--- config.mk ---
export PLATFORM = sky130hd
export DESIGN_NAME = spi_slave_pwm_multi
export DESIGN_NICKNAME = d
export VERILOG_FILES = /design/src/rtl/spi_pwm_pkg.sv /design/src/rtl/spi_pwm_frame_receiver.sv /design/src/rtl/spi_slave_pwm_multi.sv
export SDC_FILE = /design/constraint.sdc
export NUM_CORES = 1
export LEC_CHECK = 0
export CELL_PAD_IN_SITES_DETAIL_PLACEMENT = 0
export CELL_PAD_IN_SITES_GLOBAL_PLACEMENT = 1
export CORE_UTILIZATION = 55
export DETAILED_ROUTE_END_ITERATION = 8
export HOLD_SLACK_MARGIN = 0.15
export PLACE_DENSITY = 0.81
export SYNTH_ARGS = -nofsm -noshare
export SYNTH_HDL_FRONTEND = slang
export SYNTH_SLANG_ARGS = --single-unit
--- constraint.sdc ---
create_clock -name IN_CLOCK -period 5.7 [get_ports IN_CLOCK]
set_input_delay 0.855 -clock IN_CLOCK [delete_from_list [all_inputs] [get_ports IN_CLOCK]]
set_output_delay 0.855 -clock IN_CLOCK [all_outputs]
set_load 0.005 [all_outputs]
--- src/rtl/spi_pwm_pkg.sv ---
// Shared constants, receiver state encoding and frame sizing
// for the multi-channel SPI-driven PWM slave.
package spi_pwm_pkg;

  localparam int ADDR_WIDTH = 8;
  localparam logic [ADDR_WIDTH-1:0] BROADCAST_ADDR = 8'hFF;

  typedef enum logic [1:0] {
    WAIT_CS_HIGH = 2'd0,
    IDLE         = 2'd1,
    SHIFT        = 2'd2
  } rx_state_e;

  function automatic int frame_length(input int pwm_width);
    return ADDR_WIDTH + pwm_width;
  endfunction

endpackage

--- src/rtl/spi_pwm_frame_receiver.sv ---
// Oversampling SPI frame receiver: pin synchronisers, edge
// detection and a framing FSM yielding addr/duty pulses.
module spi_frame_receiver
  import spi_pwm_pkg::*;
#(
  parameter int PWM_WIDTH = 8,
  parameter bit CPOL      = 1'b0,
  parameter bit CPHA      = 1'b0,
  parameter int PACK_MSB  = 1
) (
  input  logic                  clk,
  input  logic                  rst_n,
  input  logic                  mosi,
  input  logic                  cs,
  input  logic                  sclk,
  output logic                  frame_valid,
  output logic                  frame_error,
  output logic [ADDR_WIDTH-1:0] addr,
  output logic [PWM_WIDTH-1:0]  duty
);

  localparam int FL = frame_length(PWM_WIDTH);
  localparam int CW = $clog2(FL + 2);
  localparam logic [CW-1:0] FL_C  = CW'(FL);
  localparam logic [CW-1:0] SAT_C = CW'(FL + 1);

  logic [1:0]    mosi_sync_q, mosi_sync_d;
  logic [1:0]    cs_sync_q, cs_sync_d;
  logic [1:0]    sclk_sync_q, sclk_sync_d;
  logic          cs_prev_q, cs_prev_d;
  logic          sclk_prev_q, sclk_prev_d;
  rx_state_e     state_q, state_d;
  logic [CW-1:0] cnt_q, cnt_d;
  logic [FL-1:0] sr_q, sr_d;
  logic          valid_q, valid_d;
  logic          error_q, error_d;

  logic mosi_s, cs_s, sclk_s;
  logic cs_fall, cs_rise, sample_edge;

  assign mosi_s  = mosi_sync_q[1];
  assign cs_s    = cs_sync_q[1];
  assign sclk_s  = sclk_sync_q[1];
  assign cs_fall = ~cs_s & cs_prev_q;
  assign cs_rise = cs_s & ~cs_prev_q;
  assign sample_edge = (CPOL == CPHA) ? (sclk_s & ~sclk_prev_q)
                                      : (~sclk_s & sclk_prev_q);

  assign frame_valid = valid_q;
  assign frame_error = error_q;
  assign addr = (PACK_MSB != 0) ? sr_q[FL-1 -: ADDR_WIDTH]
                                : sr_q[ADDR_WIDTH-1:0];
  assign duty = (PACK_MSB != 0) ? sr_q[PWM_WIDTH-1:0]
                                : sr_q[FL-1 -: PWM_WIDTH];

  // Two-flop synchronisers and edge-detect history
  always_comb begin
    mosi_sync_d = {mosi_sync_q[0], mosi};
    cs_sync_d   = {cs_sync_q[0], cs};
    sclk_sync_d = {sclk_sync_q[0], sclk};
    cs_prev_d   = cs_s;
    sclk_prev_d = sclk_s;
  end

  // Framing FSM: shift on sample edges, judge length at CS rise
  always_comb begin
    state_d = state_q;
    cnt_d   = cnt_q;
    sr_d    = sr_q;
    valid_d = 1'b0;
    error_d = 1'b0;
    unique case (state_q)
      WAIT_CS_HIGH: begin
        if (cs_s) state_d = IDLE;
      end
      IDLE: begin
        if (cs_fall) begin
          state_d = SHIFT;
          cnt_d   = '0;
          sr_d    = '0;
        end
      end
      SHIFT: begin
        if (cs_rise) begin
          state_d = IDLE;
          if (cnt_q == FL_C) valid_d = 1'b1;
          else               error_d = 1'b1;
        end else if (sample_edge) begin
          if (PACK_MSB != 0) sr_d = {sr_q[FL-2:0], mosi_s};
          else               sr_d = {mosi_s, sr_q[FL-1:1]};
          if (cnt_q != SAT_C) cnt_d = cnt_q + 1'b1;
        end
      end
      default: state_d = WAIT_CS_HIGH;
    endcase
  end

  // Receiver state; CS sync clears low so a live frame is never seen
  always_ff @(posedge clk or negedge rst_n) begin
    if (!rst_n) begin
      mosi_sync_q <= '0;
      cs_sync_q   <= '0;
      sclk_sync_q <= {CPOL, CPOL};
      cs_prev_q   <= 1'b0;
      sclk_prev_q <= CPOL;
      state_q     <= WAIT_CS_HIGH;
      cnt_q       <= '0;
      sr_q        <= '0;
      valid_q     <= 1'b0;
      error_q     <= 1'b0;
    end else begin
      mosi_sync_q <= mosi_sync_d;
      cs_sync_q   <= cs_sync_d;
      sclk_sync_q <= sclk_sync_d;
      cs_prev_q   <= cs_prev_d;
      sclk_prev_q <= sclk_prev_d;
      state_q     <= state_d;
      cnt_q       <= cnt_d;
      sr_q        <= sr_d;
      valid_q     <= valid_d;
      error_q     <= error_d;
    end
  end

endmodule

--- src/rtl/spi_slave_pwm_multi.sv ---
// Multi-channel PWM slave: address decode, double-buffered
// duty registers, shared period counter and comparators.
module spi_slave_pwm_multi
  import spi_pwm_pkg::*;
#(
  parameter int CHANNELS  = 4,
  parameter int PWM_WIDTH = 8,
  parameter int PRESCALE  = 1,
  parameter bit CPOL      = 1'b0,
  parameter bit CPHA      = 1'b0,
  parameter int PACK_BIT_SEQUENCE_RECEIVE = 1
) (
  input  logic                IN_CLOCK,
  input  logic                IN_RESET_N,
  input  logic                MOSI,
  input  logic                CS,
  input  logic                SCLK,
  output logic [CHANNELS-1:0] OUT_PWM,
  output logic                OUT_FRAME_DONE,
  output logic                OUT_FRAME_ERROR
);

  localparam int PS_W = (PRESCALE > 1) ? $clog2(PRESCALE) : 1;
  localparam logic [PS_W-1:0] PS_MAX = PS_W'(PRESCALE - 1);

  logic                  rx_valid, rx_error;
  logic [ADDR_WIDTH-1:0] rx_addr;
  logic [PWM_WIDTH-1:0]  rx_duty;

  logic [PS_W-1:0]      presc_q, presc_d;
  logic [PWM_WIDTH-1:0] cnt_q, cnt_d;
  logic [PWM_WIDTH-1:0] shadow_q [CHANNELS];
  logic [PWM_WIDTH-1:0] shadow_d [CHANNELS];
  logic [PWM_WIDTH-1:0] active_q [CHANNELS];
  logic [PWM_WIDTH-1:0] active_d [CHANNELS];
  logic [CHANNELS-1:0]  pwm_q, pwm_d;
  logic                 done_q, done_d;
  logic                 err_q, err_d;

  logic tick, wrap, is_bcast, in_range;

  spi_frame_receiver #(
    .PWM_WIDTH (PWM_WIDTH),
    .CPOL      (CPOL),
    .CPHA      (CPHA),
    .PACK_MSB  (PACK_BIT_SEQUENCE_RECEIVE)
  ) u_rx (
    .clk         (IN_CLOCK),
    .rst_n       (IN_RESET_N),
    .mosi        (MOSI),
    .cs          (CS),
    .sclk        (SCLK),
    .frame_valid (rx_valid),
    .frame_error (rx_error),
    .addr        (rx_addr),
    .duty        (rx_duty)
  );

  assign tick     = (presc_q == PS_MAX);
  assign wrap     = tick && (cnt_q == '1);
  assign is_bcast = (rx_addr == BROADCAST_ADDR);
  assign in_range = (int'(rx_addr) < CHANNELS);

  assign OUT_PWM         = pwm_q;
  assign OUT_FRAME_DONE  = done_q;
  assign OUT_FRAME_ERROR = err_q;

  // Frame decode into shadow registers
  always_comb begin
    shadow_d = shadow_q;
    done_d   = 1'b0;
    err_d    = rx_error;
    if (rx_valid) begin
      unique case (1'b1)
        is_bcast: begin
          for (int k = 0; k < CHANNELS; k++) shadow_d[k] = rx_duty;
          done_d = 1'b1;
        end
        in_range: begin
          for (int k = 0; k < CHANNELS; k++)
            if (rx_addr == ADDR_WIDTH'(k)) shadow_d[k] = rx_duty;
          done_d = 1'b1;
        end
        default: err_d = 1'b1;
      endcase
    end
  end

  // Shared timebase, period-boundary load and comparators
  always_comb begin
    presc_d  = tick ? '0 : presc_q + 1'b1;
    cnt_d    = tick ? cnt_q + 1'b1 : cnt_q;
    active_d = active_q;
    if (wrap) active_d = shadow_q;
    for (int k = 0; k < CHANNELS; k++)
      pwm_d[k] = (cnt_q < active_q[k]);
  end

  // Register file, timebase and output flops
  always_ff @(posedge IN_CLOCK or negedge IN_RESET_N) begin
    if (!IN_RESET_N) begin
      presc_q <= '0;
      cnt_q   <= '0;
      for (int k = 0; k < CHANNELS; k++) begin
        shadow_q[k] <= '0;
        active_q[k] <= '0;
      end
      pwm_q  <= '0;
      done_q <= 1'b0;
      err_q  <= 1'b0;
    end else begin
      presc_q  <= presc_d;
      cnt_q    <= cnt_d;
      shadow_q <= shadow_d;
      active_q <= active_d;
      pwm_q    <= pwm_d;
      done_q   <= done_d;
      err_q    <= err_d;
    end
  end

endmodule
# Word-level counts from Yosys, hierarchy flattened
# Cells that the tools add are included.
# Widths: inputs -> output; s select.
[classes]
bitwise_logic = 7
n_addsub = 3
n_mux = 29
order_cmp = 5
eq_ne = 19
n_reduce_logical = 13
[op_table]
columns = ["operator", "n"]
rows = [
  ["$pmux 32 s2", 1],
  ["$mux 16", 3],
  ["$lt 8x8->1", 4],
  ["$mux 8", 4],
  ["$pmux 16 s2", 1],
  ["$mux 5", 4],
  ["$ne 2x1->1 const B", 9],
  ["$eq 8x2->1 const B", 2],
  ["$eq 8x8->1 const B", 2],
  ["$reduce_and 3->1", 5],
  ["$mux 1", 11],
  ["$pmux 5 s2", 1],
  ["$add 8x1->8 const B", 1],
  ["$eq 8x1->1 const B", 1],
  ["$logic_not 8->1", 1],
  ["$lt 8x3->1 const B", 1],
  ["$mux 2", 3],
  ["$pmux 2 s3", 1],
  ["$add 5x1->5 const B", 1],
  ["$eq 5x5->1 const B", 1],
  ["$ne 5x5->1 const B", 1],
  ["$reduce_and 5->1", 1],
  ["$not 1->1", 4],
  ["$reduce_and 4->1", 1],
  ["9 further kinds", 12],
]
[totals]
ff_bits = 112
in_bits = 5
out_inout_bits = 6
word_cells = 99

# Depth between registers and ports, before layout
[depth]
depth_word = 5
ltp_mapped = 7
ltp_nobuf = 6

# Cells and area by module
# From an unflattened synthesis, not the netlist that was laid out.
[unflattened]
hier_cells = 402
hier_area_um2 = 4873.4
[modules_own_cells]
columns = ["module", "instances", "cells_per_inst", "seq_area_each_um2", "area_each_um2"]
rows = [
  ["spi_slave_pwm_multi", 1, 307, 1951.9, 3589.7],
  ["spi_frame_receiver", 1, 95, 825.8, 1283.7],
]

# Worst setup path before layout
# OpenSTA, ideal clock, no wires.
[synth_path]
kind = "reg-to-reg"
from = "register u_rx.sr_q[13]"
to = "register shadow_q[24] (netlist name)"
setup_time_ps = 125
t_arrival_ps = 1773
synth_period_minus_slack_ps = 1898
t_required_ps = 5575
path_slack_ps = 3802
stages_incl_launch_ff = 6
n_path_buf = 1
cell_sequence = "dfrtp_1 or4_4 nor3_4 a32o_1 buf_6 mux2_2"
[synth_via]
elab_chain_cells = 3
elab_cells_between_ends = 7
classes_between = "order compare: 1; eq/ne: 2; mux: 1; reduce/logical: 3"
[synth_lines]
columns = ["item", "line", "source"]
rows = [
  ["start, declared", "spi_pwm_frame_receiver.sv:34", "logic [FL-1:0] sr_q, sr_d;"],
  ["start signal, assigned", "spi_pwm_frame_receiver.sv:119", "sr_q <= sr_d;"],
  ["$lt 8x3->1 (tied with other cells)", "spi_slave_pwm_multi.sv:62", "assign in_range = (int'(rx_addr) < CHANNELS);"],
  ["$ne 2x1->1 (no source line) or $reduce_bool 2->1 (tied branches)", "-", ""],
  ["$reduce_and 3->1 (no source line)", "-", ""],
  ["end signal, assigned", "spi_slave_pwm_multi.sv:114", "shadow_q <= shadow_d;"],
  ["end, declared", "spi_slave_pwm_multi.sv:32", "logic [PWM_WIDTH-1:0] shadow_q [CHANNELS];"],
]
# Several ways; a longest one is shown, not always the timed one.
# A chain may end at the register's enable or synchronous reset.

# Worst setup path after layout
[layout_path]
from = "register cnt_q[1]"
to = "register active_q[7] (netlist name)"
[layout_via]
elab_chain_cells = 2
[layout_lines]
columns = ["item", "line", "source"]
rows = [
  ["start, declared", "spi_slave_pwm_multi.sv:31", "logic [PWM_WIDTH-1:0] cnt_q, cnt_d;"],
  ["start signal, assigned", "spi_slave_pwm_multi.sv:113", "cnt_q <= cnt_d;"],
  ["$eq 8x8->1", "spi_slave_pwm_multi.sv:60", "assign wrap = tick && (cnt_q == '1);"],
  ["$logic_and 1x1->1", "spi_slave_pwm_multi.sv:60", ""],
  ["end signal, assigned", "spi_slave_pwm_multi.sv:115", "active_q <= active_d;"],
  ["end, declared", "spi_slave_pwm_multi.sv:34", "logic [PWM_WIDTH-1:0] active_q [CHANNELS];"],
]
# Every way passes these cells.

==> out/results.tsv <==
metric	value	unit
outcome	finished, final reports clean	
Placed Cells	520	
Layout Cells excl Fill	535	
Post-DP Area	5300	um^2
IO buf count	10	
RSZ-0062 raised after global routing	no	
Worst EP required	5.95	ns
DRT iter0 DRCs	85	
Synth warnings	0	
Buf/Inv on CP	1	
VDD IR max	0.000179	V
vias in the first global route	2980	
WP data arrival	2.72	ns
CTS buffer count	9	
post-DP HPWL	5900	um
Worst Setup End Kind	register	
Layout area overhead	7.09	%
clock-pin slew on the worst setup and hold paths	0.10	ns
I/O Pins	11	
Slew headroom	42.5	%
hold_buf cts	0	
worst slack, placed	3.19	ns
crit-path leading delay family	simple AND/OR/NAND/NOR gates	
Worst Hold Class	reg2reg	
Initial Utilization	57.6	%
Min-Delay Path Depth	0	
initial antenna violation count	0	
critical path cell sequence	ha_1 -> nand2_1 -> nor2_1 -> and3_1 -> buf_4 -> mux2_2	
clk root buf	clkbuf_8	
design area	5460	um^2
Pre-antenna DRT Iters	4	
most frequent cells in the layout	dfrtp_1 (111), mux2_2 (63), inv_1 (52), ha_1 (35), nand2_1 (28)	
vias post-DR	2992	
EDFF count, synth	0	
# diodes	0	
grt ovf	0	
synthesized instance count	410	
drt wl/cell	15.7	um
endpoints failing setup	0	
CP max-delay cell	and3_1	
FF-to-FF setup slack	3.23	ns
Post-Syn Area	5100	um^2
commonest non-fill, non-tap cell in the layout	dfrtp_1	
Max Root-Sink Buffers	2	
layout cell share with drive strength beyond 1	20.6	%
max_cap viols	0	
Final Cycle Share	43.3	%
worst r2r path cells	6	
Die Span Y	98.3	um
Yosys cell types	41	
placement row count	34	
Mapped Nets	450	
routed wire length	8380	um
total core area	8850	um^2
global-route wire length before repair	14700	um
post_cts resized	0	
R2R Path Start	cnt_q[1]	
Largest stage delay, worst path	0.61	ns
Fin. Hold Viols	0	
setup TNS	0	ns
Top FF cell, synth	dfrtp_1	
full die area	9660	um^2
Critical Path Start Type	register	
Clock Latency Late Sink	0.36	ns
ys async rst share	100	%
overall power	1490	uW
#FFs+latches synth	111	
Die X-Extent	98.3	um
syn_area_per_cell	12.4	um^2
Seq/Total Area, Yosys	54.5	%
crit path kind	reg2reg	
Final GP Congestion	0.746	
Final ANT Viol Nets	0	
setup bufs post-CTS	0	
Pwr per Cell Area	273	nW/um^2
final net count	463	
Static Leak	0.00272	uW
fin crit period	2.47	ns
final setup skew	0.0102	ns
TritonCTS clock tree	yes	
H-tree depth	3	
Final Max Tran Viols	0	
actual slew at the worst max-slew pin	0.863	ns
maximum number of pins on one net before global-route repair	71	
CP Max Fanout	18	
Post-route DRC	0	
vias per inst	5.59	
Hold Path Origin	u_rx.mosi_sync_q[0]	
hold path endpoint	u_rx.mosi_sync_q[1]	
R2R Path End	active_q[7]	
gr usage total	19.6	%
CTS Sinks	111	
Fmax	405	MHz
final setup margin	3.23	ns
registers in the layout, indices dropped and copies added (netlist names):
signal            flops
u_rx.sclk_sync_q      2
u_rx.state_q          2
u_rx.cs_prev_q        1
u_rx.cnt_q            5
u_rx.sclk_prev_q      1
u_rx.mosi_sync_q      2
shadow_q             32
cnt_q                 8
u_rx.sr_q            16
OUT_FRAME_DONE        1
u_rx.cs_sync_q        2
OUT_FRAME_ERROR       1
u_rx.frame_valid      1
OUT_PWM               4
active_q             32
u_rx.frame_error      1
logic make-up after synthesis:
kind of cell    share of synthesized area [%]
xor+xnor                                 1.03
simple gates                             7.33
buf+inv                                  4.88
compound gates                           5.64
flops                                    54.5
mux                                      18.1
fa+ha+maj                                8.58
power breakdown:
group | switching (uW) | total (uW) | internal (uW)
clock network | 257 | 417 | 160
registers | 16.1 | 820 | 804
logic | 157 | 255 | 98.2
total | 430 | 1490 | 1060
worst max path at each step:
stage                         start      endpoint  slack, ns  depth (start not counted)
floorplan             u_rx.sr_q[13]  shadow_q[24]       3.80                          5
global placement           cnt_q[1]   active_q[7]       3.24                          6
detailed placement         cnt_q[1]   active_q[7]       3.19                          6
CTS                        cnt_q[1]   active_q[7]       3.17                          6
global route        u_rx.state_q[0]  u_rx.sr_q[0]       2.97                          5
finish                     cnt_q[1]   active_q[7]       3.23                          6
layout make-up:
class	instances	area (um^2)
fill	717	3390
sequential	111	2780
multi-input combinational	237	2070
inverter	52	195
tap	108	135
clock buffer	9	124
timing repair buffer	12	113
clock inverter	6	43.8
per-stage QoR:
step | hold slack [ns] | utilization (%)
6_report | 0.356 | 61.7
5_1_grt | 0.364 | 61.7
4_1_cts | 0.360 | 61.7
3_5_place_dp | 0.336 | 59.8
3_3_place_gp | 0.334 | 59.8
2_1_floorplan | 0.331 | -
metal layers:
metal	global-route usage (%)	part of all wire, %	wire (um)
met4	6.31	1.2	101
met2	31.7	49	4070
met1	26.9	48	4030
met3	3.65	2.2	184
met5	0	0	0
synth_stat cells (all sizes together) (2+ instances only):
cell / instances / area [um^2]
nand4: 5 / 31.3
nand2b: 7 / 43.8
ha: 35 / 438
inv: 52 / 195
mux2: 65 / 732
nor3: 2 / 21.3
a31oi: 5 / 31.3
a21o: 9 / 67.6
mux2i: 19 / 190
nand2: 28 / 105
xor2: 3 / 26.3
clkbuf: 4 / 15.0
dfrtp: 111 / 2780
nor2: 7 / 26.3
nor2b: 3 / 18.8
buf: 6 / 38.8
o21ai: 7 / 38.8
a21oi: 8 / 40.0
nand3: 6 / 35.0
xnor2: 3 / 26.3
a221oi: 4 / 35.0
a211oi: 2 / 15.0
and3: 8 / 50.1
(Power assumes the default switching activity.)
